File: config.mk
export PLATFORM = sky130hd
export DESIGN_NAME = alu_arbiter_flat
export DESIGN_NICKNAME = d
export VERILOG_FILES = /design/src/rtl/alu_arbiter_if.sv /design/src/rtl/alu_arbiter.sv /design/src/flat_wrapper.sv
export SDC_FILE = /design/constraint.sdc
export NUM_CORES = 1
export LEC_CHECK = 0
export CAP_MARGIN = 10
export CORE_MARGIN = 2
export CORE_UTILIZATION = 37
export CTS_CLUSTER_DIAMETER = 200
export DETAILED_ROUTE_END_ITERATION = 7
export PLACE_DENSITY = 0.84
export SLEW_MARGIN = 30
export SYNTH_ARGS = -nofsm -noshare
export SYNTH_HDL_FRONTEND = slang
export SYNTH_SLANG_ARGS = --single-unit
File: constraint.sdc
create_clock -name clk -period 2.25 [get_ports clk]
set_clock_uncertainty 0.2 [all_clocks]
set_input_delay 0.3375 -clock clk [delete_from_list [all_inputs] [get_ports clk]]
set_output_delay 0.3375 -clock clk [all_outputs]
set_load 0.02 [all_outputs]
File: src/rtl/alu_arbiter_if.sv
// Requester and shared-ALU signal bundle for alu_arbiter.
// The slave modport is the arbiter; the master modport is its environment.
interface alu_arbiter_if;
  logic        req0_valid_i;
  logic        req1_valid_i;
  logic [2:0]  req0_op_i;
  logic [2:0]  req1_op_i;
  logic [31:0] req0_a_i;
  logic [31:0] req0_b_i;
  logic [31:0] req1_a_i;
  logic [31:0] req1_b_i;
  logic        req0_ready_o;
  logic        req1_ready_o;

  logic        alu_start_o;
  logic [2:0]  alu_op_o;
  logic [31:0] alu_a_o;
  logic [31:0] alu_b_o;
  logic [31:0] alu_result_i;
  logic        alu_done_i;

  logic        resp0_valid_o;
  logic        resp1_valid_o;
  logic [31:0] resp_data_o;
  logic        resp_err_o;
  logic        busy_o;

  modport slave (
    input  req0_valid_i, req1_valid_i, req0_op_i, req1_op_i,
           req0_a_i, req0_b_i, req1_a_i, req1_b_i,
           alu_result_i, alu_done_i,
    output req0_ready_o, req1_ready_o,
           alu_start_o, alu_op_o, alu_a_o, alu_b_o,
           resp0_valid_o, resp1_valid_o, resp_data_o, resp_err_o, busy_o
  );

  modport master (
    output req0_valid_i, req1_valid_i, req0_op_i, req1_op_i,
           req0_a_i, req0_b_i, req1_a_i, req1_b_i,
           alu_result_i, alu_done_i,
    input  req0_ready_o, req1_ready_o,
           alu_start_o, alu_op_o, alu_a_o, alu_b_o,
           resp0_valid_o, resp1_valid_o, resp_data_o, resp_err_o, busy_o
  );
endinterface

File: src/rtl/alu_arbiter.sv
// Two-requester round-robin front end for a shared multi-cycle ALU.
// One operation in flight; a 16-cycle completion timeout returns an error response.
module alu_arbiter (
  input  logic         clk,
  input  logic         n_reset,
  alu_arbiter_if.slave bus
);

  typedef enum logic [1:0] {
    S_IDLE,
    S_ISSUE,
    S_WAIT,
    S_RESP
  } state_e;

  localparam logic [3:0] WAIT_LAST = 4'd15;

  state_e      state_q;
  logic [3:0]  wait_cnt_q;
  logic        last_grant_q;
  logic        grant_id_q;
  logic [2:0]  alu_op_q;
  logic [31:0] alu_a_q;
  logic [31:0] alu_b_q;
  logic        alu_start_q;
  logic        busy_q;
  logic        resp0_valid_q;
  logic        resp1_valid_q;
  logic [31:0] resp_data_q;
  logic        resp_err_q;

  logic        grant_d;
  logic        ready0_d;
  logic        ready1_d;
  logic        accept_d;

  // NOTE: every signal gets a default at the top of always_comb so no path leaves it unassigned and no latch is inferred.
  always_comb begin
    grant_d  = 1'b0;
    ready0_d = 1'b0;
    ready1_d = 1'b0;
    if (bus.req0_valid_i && bus.req1_valid_i) begin
      grant_d = ~last_grant_q;
    end else begin
      grant_d = bus.req1_valid_i;
    end
    // Ready is gated by reset so every output reads zero while reset is held.
    if (n_reset && (state_q == S_IDLE)) begin
      ready0_d = bus.req0_valid_i && !grant_d;
      ready1_d = bus.req1_valid_i &&  grant_d;
    end
    accept_d = ready0_d || ready1_d;
  end

  // NOTE: sequential state uses non-blocking assignments so all registers update together at the edge.
  always_ff @(posedge clk or negedge n_reset) begin
    if (!n_reset) begin
      state_q       <= S_IDLE;
      wait_cnt_q    <= 4'd0;
      last_grant_q  <= 1'b1;
      grant_id_q    <= 1'b0;
      alu_op_q      <= 3'd0;
      alu_a_q       <= 32'd0;
      alu_b_q       <= 32'd0;
      alu_start_q   <= 1'b0;
      busy_q        <= 1'b0;
      resp0_valid_q <= 1'b0;
      resp1_valid_q <= 1'b0;
      resp_data_q   <= 32'd0;
      resp_err_q    <= 1'b0;
    end else begin
      alu_start_q   <= 1'b0;
      resp0_valid_q <= 1'b0;
      resp1_valid_q <= 1'b0;
      case (state_q)
        S_IDLE: begin
          if (accept_d) begin
            alu_op_q     <= grant_d ? bus.req1_op_i : bus.req0_op_i;
            alu_a_q      <= grant_d ? bus.req1_a_i  : bus.req0_a_i;
            alu_b_q      <= grant_d ? bus.req1_b_i  : bus.req0_b_i;
            grant_id_q   <= grant_d;
            last_grant_q <= grant_d;
            alu_start_q  <= 1'b1;
            busy_q       <= 1'b1;
            state_q      <= S_ISSUE;
          end
        end
        S_ISSUE: begin
          wait_cnt_q <= 4'd0;
          state_q    <= S_WAIT;
        end
        S_WAIT: begin
          // A done in the final wait cycle is checked first, so it beats the timeout.
          if (bus.alu_done_i) begin
            resp_data_q   <= bus.alu_result_i;
            resp_err_q    <= 1'b0;
            resp0_valid_q <= ~grant_id_q;
            resp1_valid_q <=  grant_id_q;
            state_q       <= S_RESP;
          end else if (wait_cnt_q == WAIT_LAST) begin
            resp_data_q   <= 32'd0;
            resp_err_q    <= 1'b1;
            resp0_valid_q <= ~grant_id_q;
            resp1_valid_q <=  grant_id_q;
            state_q       <= S_RESP;
          end else begin
            wait_cnt_q <= wait_cnt_q + 4'd1;
          end
        end
        S_RESP: begin
          busy_q  <= 1'b0;
          state_q <= S_IDLE;
        end
        default: begin
          busy_q  <= 1'b0;
          state_q <= S_IDLE;
        end
      endcase
    end
  end

  assign bus.req0_ready_o  = ready0_d;
  assign bus.req1_ready_o  = ready1_d;
  assign bus.alu_start_o   = alu_start_q;
  assign bus.alu_op_o      = alu_op_q;
  assign bus.alu_a_o       = alu_a_q;
  assign bus.alu_b_o       = alu_b_q;
  assign bus.resp0_valid_o = resp0_valid_q;
  assign bus.resp1_valid_o = resp1_valid_q;
  assign bus.resp_data_o   = resp_data_q;
  assign bus.resp_err_o    = resp_err_q;
  assign bus.busy_o        = busy_q;

endmodule

File: src/flat_wrapper.sv
// flat-port wrapper written by rule: the top's interface ports become plain ports
module alu_arbiter_flat 
  (clk, n_reset, bus_req0_valid_i, bus_req1_valid_i, bus_req0_op_i, bus_req1_op_i, bus_req0_a_i, bus_req0_b_i, bus_req1_a_i, bus_req1_b_i, bus_alu_result_i, bus_alu_done_i, bus_req0_ready_o, bus_req1_ready_o, bus_alu_start_o, bus_alu_op_o, bus_alu_a_o, bus_alu_b_o, bus_resp0_valid_o, bus_resp1_valid_o, bus_resp_data_o, bus_resp_err_o, bus_busy_o);
  alu_arbiter_if bus_i ();
  input  logic clk;
  input  logic n_reset;
  input wire logic [$bits(bus_i.req0_valid_i)-1:0] bus_req0_valid_i;
  input wire logic [$bits(bus_i.req1_valid_i)-1:0] bus_req1_valid_i;
  input wire logic [$bits(bus_i.req0_op_i)-1:0] bus_req0_op_i;
  input wire logic [$bits(bus_i.req1_op_i)-1:0] bus_req1_op_i;
  input wire logic [$bits(bus_i.req0_a_i)-1:0] bus_req0_a_i;
  input wire logic [$bits(bus_i.req0_b_i)-1:0] bus_req0_b_i;
  input wire logic [$bits(bus_i.req1_a_i)-1:0] bus_req1_a_i;
  input wire logic [$bits(bus_i.req1_b_i)-1:0] bus_req1_b_i;
  input wire logic [$bits(bus_i.alu_result_i)-1:0] bus_alu_result_i;
  input wire logic [$bits(bus_i.alu_done_i)-1:0] bus_alu_done_i;
  output wire logic [$bits(bus_i.req0_ready_o)-1:0] bus_req0_ready_o;
  output wire logic [$bits(bus_i.req1_ready_o)-1:0] bus_req1_ready_o;
  output wire logic [$bits(bus_i.alu_start_o)-1:0] bus_alu_start_o;
  output wire logic [$bits(bus_i.alu_op_o)-1:0] bus_alu_op_o;
  output wire logic [$bits(bus_i.alu_a_o)-1:0] bus_alu_a_o;
  output wire logic [$bits(bus_i.alu_b_o)-1:0] bus_alu_b_o;
  output wire logic [$bits(bus_i.resp0_valid_o)-1:0] bus_resp0_valid_o;
  output wire logic [$bits(bus_i.resp1_valid_o)-1:0] bus_resp1_valid_o;
  output wire logic [$bits(bus_i.resp_data_o)-1:0] bus_resp_data_o;
  output wire logic [$bits(bus_i.resp_err_o)-1:0] bus_resp_err_o;
  output wire logic [$bits(bus_i.busy_o)-1:0] bus_busy_o;
  assign bus_i.req0_valid_i = bus_req0_valid_i;
  assign bus_i.req1_valid_i = bus_req1_valid_i;
  assign bus_i.req0_op_i = bus_req0_op_i;
  assign bus_i.req1_op_i = bus_req1_op_i;
  assign bus_i.req0_a_i = bus_req0_a_i;
  assign bus_i.req0_b_i = bus_req0_b_i;
  assign bus_i.req1_a_i = bus_req1_a_i;
  assign bus_i.req1_b_i = bus_req1_b_i;
  assign bus_i.alu_result_i = bus_alu_result_i;
  assign bus_i.alu_done_i = bus_alu_done_i;
  assign bus_req0_ready_o = bus_i.req0_ready_o;
  assign bus_req1_ready_o = bus_i.req1_ready_o;
  assign bus_alu_start_o = bus_i.alu_start_o;
  assign bus_alu_op_o = bus_i.alu_op_o;
  assign bus_alu_a_o = bus_i.alu_a_o;
  assign bus_alu_b_o = bus_i.alu_b_o;
  assign bus_resp0_valid_o = bus_i.resp0_valid_o;
  assign bus_resp1_valid_o = bus_i.resp1_valid_o;
  assign bus_resp_data_o = bus_i.resp_data_o;
  assign bus_resp_err_o = bus_i.resp_err_o;
  assign bus_busy_o = bus_i.busy_o;
  alu_arbiter u_core (.clk(clk), .n_reset(n_reset), .bus(bus_i));
endmodule
==> results of run 1 <==
-- metrics by stage --
stage / setup TNS, ns / power [mW] / worst slack (ns) / instances
3_3_place_gp: -0.0905 / 8.45 / -0.0905 / 856
4_1_cts: 0 / 10.4 / 0.0796 / 873
3_5_place_dp: -0.630 / 8.62 / -0.137 / 856
2_1_floorplan: 0 / 6.04 / 0.393 / 421
5_1_grt: 0 / 11.0 / 0.0256 / 873
6_report: 0 / 10.3 / 0.109 / 873
-- placed cells by master, fill, tap and decap left out, types with 9 or more instances in the layout --
master,n
a22o_1,32
buf_4,14
clkbuf_16,9
clkdlybuf4s50_1,273
dfrtp_1,111
mux2i_1,70
nand2_1,73
o21ai_0,9
o21ai_1,59
-- cell families after synthesis --
logic type	share of synthesized area, %
buf+inv	4.82
mux	14.6
simple gates	7.26
compound gates	14.5
fa+ha+maj	1.28
flops	57.5
-- worst paths after layout --
path,from,endpoint,cells after the start
worst max-delay path,u_core.state_q[0],bus_req1_ready_o,4
worst min-delay path,u_core.bus.alu_b_o[6],u_core.bus.alu_b_o[6],2
worst max register to register,u_core.state_q[0],u_core.state_q[1],7
worst min register to register,u_core.bus.alu_b_o[6],u_core.bus.alu_b_o[6],2
max in group asynchronous,n_reset,u_core.bus.alu_a_o[6],3
min in group asynchronous,n_reset,u_core.bus.resp_data_o[24],3
-- worst max-delay path, delay by kind of cell (launching register included) --
| kind | cells | cell delay, ns |
|---|---|---|
| buf+inv | 2 | 0.44 |
| fa+ha+maj | 1 | 0.21 |
| flops | 1 | 0.42 |
| simple gates | 1 | 0.19 |
-- metal layers --
layer	share of wire, %	track usage [%]	up-vias
li1	-	-	2023
met1	39	23.0	1925
met2	51	37.2	185
met3	8.9	7.34	12
met4	1.3	6.25	0
met5	0	0	-
-- synthesized netlist by cell type (all sizes together) --
| cell type | count | share of area (%) |
|---|---|---|
| o22a | 1 | 0.18 |
| o21ai | 68 | 7.0 |
| nand3 | 4 | 0.41 |
| a21o | 1 | 0.15 |
| a21oi | 2 | 0.21 |
| a21boi | 1 | 0.23 |
| and2 | 1 | 0.13 |
| a31o | 1 | 0.18 |
| a22oi | 1 | 0.26 |
| nor2 | 4 | 0.31 |
| o211ai | 1 | 0.15 |
| dfstp | 1 | 0.54 |
| inv | 5 | 0.38 |
| nand2b | 2 | 0.41 |
| ha | 5 | 1.3 |
| clkbuf | 9 | 0.85 |
| dfrtp | 111 | 57 |
| mux2i | 70 | 14 |
| a31oi | 1 | 0.44 |
| buf | 23 | 3.6 |
| a22o | 32 | 5.7 |
| mux2 | 1 | 0.23 |
| nand2 | 73 | 5.6 |
| and3 | 3 | 0.38 |
-- flip-flops by register name, summed over array words and instances, names as in the netlist, 2 cells and up --
signal and cells:
u_core.bus.alu_a_o 32, u_core.bus.alu_b_o 32, u_core.state_q 2, u_core.bus.resp_data_o 32, u_core.bus.alu_op_o 3, u_core.wait_cnt_q 4
-- final cells by class --
class                      instances  area [um2]  share of cell area [%]
sequential                       112        2800                    34.2
clock buffer                      11         233                    2.84
tap                              172         215                    2.63
inverter                           5        18.8                   0.229
clock inverter                     5         104                    1.27
timing repair buffer             296        2980                    36.3
multi-input combinational        272        1840                    22.5
-- timing repair --
action	CTS	global route
hold buffers	1	0
hold endpoints to repair	35	0
buffers inserted	0	0
endpoints found under the setup margin	2	1
gates resized for setup	2	1
-- power groups by stage --
stage	clock (mW)	sequential (mW)	combinational [mW]
after global placement	0	3.45	5.01
after detailed placement	0	3.49	5.13
after floorplan	0	4.48	1.55
final	1.79	3.46	5.08
after CTS	1.83	3.47	5.14
after global routing	1.92	3.58	5.46
==> results.yml, run 1 <==
worst_setup_path:
  cp_slowest_cell: "dfrtp_1"
  path_cells: "inv_1 -> ha_1 -> and3_1 -> dlygate4sd2_1"
  required_ns: 1.71
  startpoint_type: "flop"
  arrival_ns: 1.60
  cp-end-kind: "output pin"
  r2r_slack_ns: 0.21
  critPathMaxFanout: 4
  critPathMaxStageDelay_ns: 0.42
  critPathKind: "flop to output pin"
power_and_ir_drop:
  irDropWorstVdd_mv: 0.675
  leakage_nw: 3.66
  internal-power_mw: 6.57
  clkPwrFrac_pct: 17.4
  p_comb_share_pct: 49.1
  power.share.switching_pct: 36.4
  switching_power_mw: 3.77
  powerDensity_nw_per_um2: 1260
  seq_power_share_pct: 33.5
clock_network:
  numCtsBuffers: 9
  clkSinkCount: 112
  cts_root_buffer: "clkbuf_16"
  clkSlewWorstSetupHoldPaths_ns: 0.07
  cts_tree: "built"
  clk_latency_ns: 0.34
  clockBufferDepth: 2
  htreeDepth: 3
layout:
  diodes: 0
  layout-drive-gt1-share_pct: 5.71
  fin_util_pct: 64.4
  syn_to_final_growth_pct: 68.1
  stdcell_area_um2: 8200
  fillers: 963
  nets: 872
detailed_routing:
  ant_nets: 0
  finalWirelength_um: 14100
  dr_total_vias: 4145
  drt_iter0_drc: 187
  first_pass_iters: 4
  remaining_drc_errors: 0
  routed_via_density: 4.75
  wl_per_cell_um: 16.2
timing:
  rsz0062_at_grt: "false"
  timing.hold.ws_ns: 0.282
  slew_headroom_pct: 52.7
  finalHoldViolCount: 0
  period_minus_slack_ns: 2.14
  worst_slew_pin_slew_ns: 0.709
  finalMaxSlewViolations: 0
  final-setup-viol-count: 0
  finalCritPeriodShare_pct: 95.2
  fmax_ghz: 0.467
synth:
  synth_seq_cells: 112
  ys_warn_count: 0
  ys_seq_area_share_pct: 57.5
  synth_nets: 597
  ys_types: 30
  synth_cells: 421
  avgSynthCellArea_um2: 11.6
  synth_area_um2: 4880
floorplanning:
  dieHeight_um: 119
  initial_core_util_pct: 38.3
  io_pins: 277
  dieArea_um2: 14100
  design.core.area_um2: 12700
  std_cell_rows: 41
  dieWidth_um: 119
placement:
  hpwlAfterDp_um: 11000
  placed_cell_area_um2: 7850
  portBuffers: 276
  gp_congestion: 0.789
grt:
  grt_pass1_vias: 4463
  grt_max_degree: 78
  grt_pass1_wl_um: 23200
  grtUsageTotal_pct: 20.8
  overflow: 0
  antenna_found_initial: 0
run:
  cap_violations: 0
status:
  status: "complete, no violations"
worst_hold_path:
  worstHoldPathType: "flop to flop"
(Power assumes the default switching activity.)
==> run 2: changes to the inputs <==
--- a/config.mk
+++ b/config.mk
@@ -6,11 +6,13 @@
 export NUM_CORES = 1
 export LEC_CHECK = 0
 export CAP_MARGIN = 10
+export CELL_PAD_IN_SITES_DETAIL_PLACEMENT = 1
+export CELL_PAD_IN_SITES_GLOBAL_PLACEMENT = 1
 export CORE_MARGIN = 2
-export CORE_UTILIZATION = 37
+export CORE_UTILIZATION = 28
 export CTS_CLUSTER_DIAMETER = 200
 export DETAILED_ROUTE_END_ITERATION = 7
-export PLACE_DENSITY = 0.84
+export PLACE_DENSITY = 0.86
 export SLEW_MARGIN = 30
 export SYNTH_ARGS = -nofsm -noshare
 export SYNTH_HDL_FRONTEND = slang
==> run 2 against run 1 <==
  * Clock power shrank 14%
  * First-iteration DRC count shrank 41%
  * Worst setup slack got worse by 0.0063 ns
  * Core utilization shrank 17 points
  * Via count is 5.4% higher
  * Count of clock-buffer cells in the layout grew 2
  * Routed wire length is 15% higher
  * Global-route usage decreased by 3.2 points
  * Sequential share of layout area did not move
  * Largest cell class unchanged
  * Maximum frequency fell by 0.29%
==> results.yml, run 2 (synthesis gave the netlist of run 1 again) <==
timing:
  finalHoldViolCount: 0
  finalMaxSlewViolations: 0
  finalSetupTns_ns: 0
  fmax_ghz: 0.466
  fin_ws_ns: 0.103
  rsz0062_at_grt: "false"
  timing.hold.ws_ns: 0.173
  slew_headroom_pct: 65.2
  worst_slew_pin_slew_ns: 0.521
  period_minus_slack_ns: 2.15
  finalCritPeriodShare_pct: 95.4
  final-setup-viol-count: 0
worst_setup_path:
  critPathMaxStageDelay_ns: 0.43
  r2r-start: "u_core.state_q[0]"
  arrival_ns: 1.61
  cp_slowest_cell: "dfrtp_1"
  rr_worst_depth: 7
  startpoint_type: "flop"
  critPathKind: "flop to output pin"
  cp-end-kind: "output pin"
  required_ns: 1.71
  r2r_slack_ns: 0.19
  critPathMaxFanout: 4
  cp_top_family: "flip-flops"
  path_buf_inv: 2
  path_cells: "inv_1 -> ha_1 -> and3_1 -> clkdlybuf4s15_1"
  worstReg2RegEnd: "u_core.state_q[1]"
detailed_routing:
  dr_total_vias: 4370
  finalWirelength_um: 16200
  routed_via_density: 4.72
  remaining_drc_errors: 0
  drt_iter0_drc: 111
  wl_per_cell_um: 17.6
  ant_nets: 0
  first_pass_iters: 4
layout:
  final_cells: 925
  final_cell_mix: "clkdlybuf4s50_1, dfrtp_1, nand2_1, mux2i_1, o21ai_1"
  nets: 871
  final_common_cell: "clkdlybuf4s50_1"
  diodes: 0
  stdcell_area_um2: 8200
  syn_to_final_growth_pct: 68.1
  layout-drive-gt1-share_pct: 5.71
power_and_ir_drop:
  leakage_nw: 3.62
  irDropWorstVdd_mv: 0.524
  powerDensity_nw_per_um2: 1240
placement:
  hpwlAfterDp_um: 12900
  placed_cells: 908
  placed_cell_area_um2: 7910
  gp_congestion: 0.785
  portBuffers: 276
  place_ws_ns: -0.165
run:
  cap_violations: 0
clock_network:
  clockBufferDepth: 2
  post_cts_buffers: 0
  htreeDepth: 3
  clkSinkCount: 112
  clkSlewWorstSetupHoldPaths_ns: 0.07
  numCtsBuffers: 9
  cts_root_buffer: "clkbuf_16"
  clk_latency_ns: 0.34
  cts_tree: "built"
floorplanning:
  std_cell_rows: 48
  dieArea_um2: 18500
  io_pins: 277
  dieWidth_um: 136
  initial_core_util_pct: 28.4
  design.core.area_um2: 17200
  dieHeight_um: 136
grt:
  antenna_found_initial: 0
  grt_pass1_wl_um: 25200
  overflow: 0
  grt_pass1_vias: 4919
  grtUsageTotal_pct: 17.6
  grt_max_degree: 99
worst_hold_path:
  worstHoldPathType: "primary input to async pin"
status:
  status: "complete, no violations"
-- run 2: worst max path at each step --
stage,start,to,slack (ns),cells past startpoint
floorplan,u_core.state_q[0],u_core.state_q[1],0.39,6
global placement,bus_req1_valid_i,bus_req1_ready_o,-0.1,4
detailed placement,bus_req1_valid_i,bus_req1_ready_o,-0.16,4
CTS,u_core.state_q[0],bus_req0_ready_o,0.03,5
global route,u_core.state_q[0],bus_req1_ready_o,0.02,4
finish,u_core.state_q[0],bus_req1_ready_o,0.10,4
-- run 2: worst reg2reg max path, cell delays in order (launching register included) --
cell	delay [ns]
dfrtp_1	0.43
inv_1	0.10
ha_1	0.23
buf_4	0.17
o211ai_1	0.09
buf_4	0.17
a22oi_2	0.21
mux2_1	0.34
-- run 2: cell type report --
| type | instances | area (um2) |
|---|---|---|
| Clock buffer | 13 | 260 |
| Tap cell | 225 | 282 |
| Timing Repair Buffer | 295 | 2960 |
| Fill cell | 1837 | 8980 |
| Clock inverter | 3 | 25.0 |
| Inverter | 5 | 18.8 |
| Sequential cell | 112 | 2800 |
| Multi-Input combinational cell | 272 | 1840 |
-- run 2: repair_timing --
| action | CTS | global route |
|---|---|---|
| hold endpoints to repair | 18 | 0 |
| hold buffers | 1 | 0 |
| gates resized for setup | 2 | 3 |
| endpoints found under the setup margin | 2 | 2 |
-- run 2: power by group --
group	internal (mW)	switching (mW)
combinational	2.53	2.59
clock	0.821	0.722
sequential	2.93	0.550
total	6.29	3.87
-- run 2: metal layers --
layer | up-vias | wire length (um) | GRT usage (%) | part of all wire, %
met3 | 25 | 1860 | 7.53 | 11
met1 | 2129 | 6060 | 18.5 | 37
met4 | 0 | 370 | 6.42 | 2.3
met2 | 199 | 7950 | 31.2 | 49
li1 | 2017 | - | - | -
met5 | - | 0 | 0 | 0
-- run 2: stage by stage --
step	utilization, %	total power, mW
finish	47.7	10.2
global placement	46.0	8.47
global route	47.7	10.8
detailed placement	46.0	8.72
CTS	47.7	10.3
floorplan	-	6.04
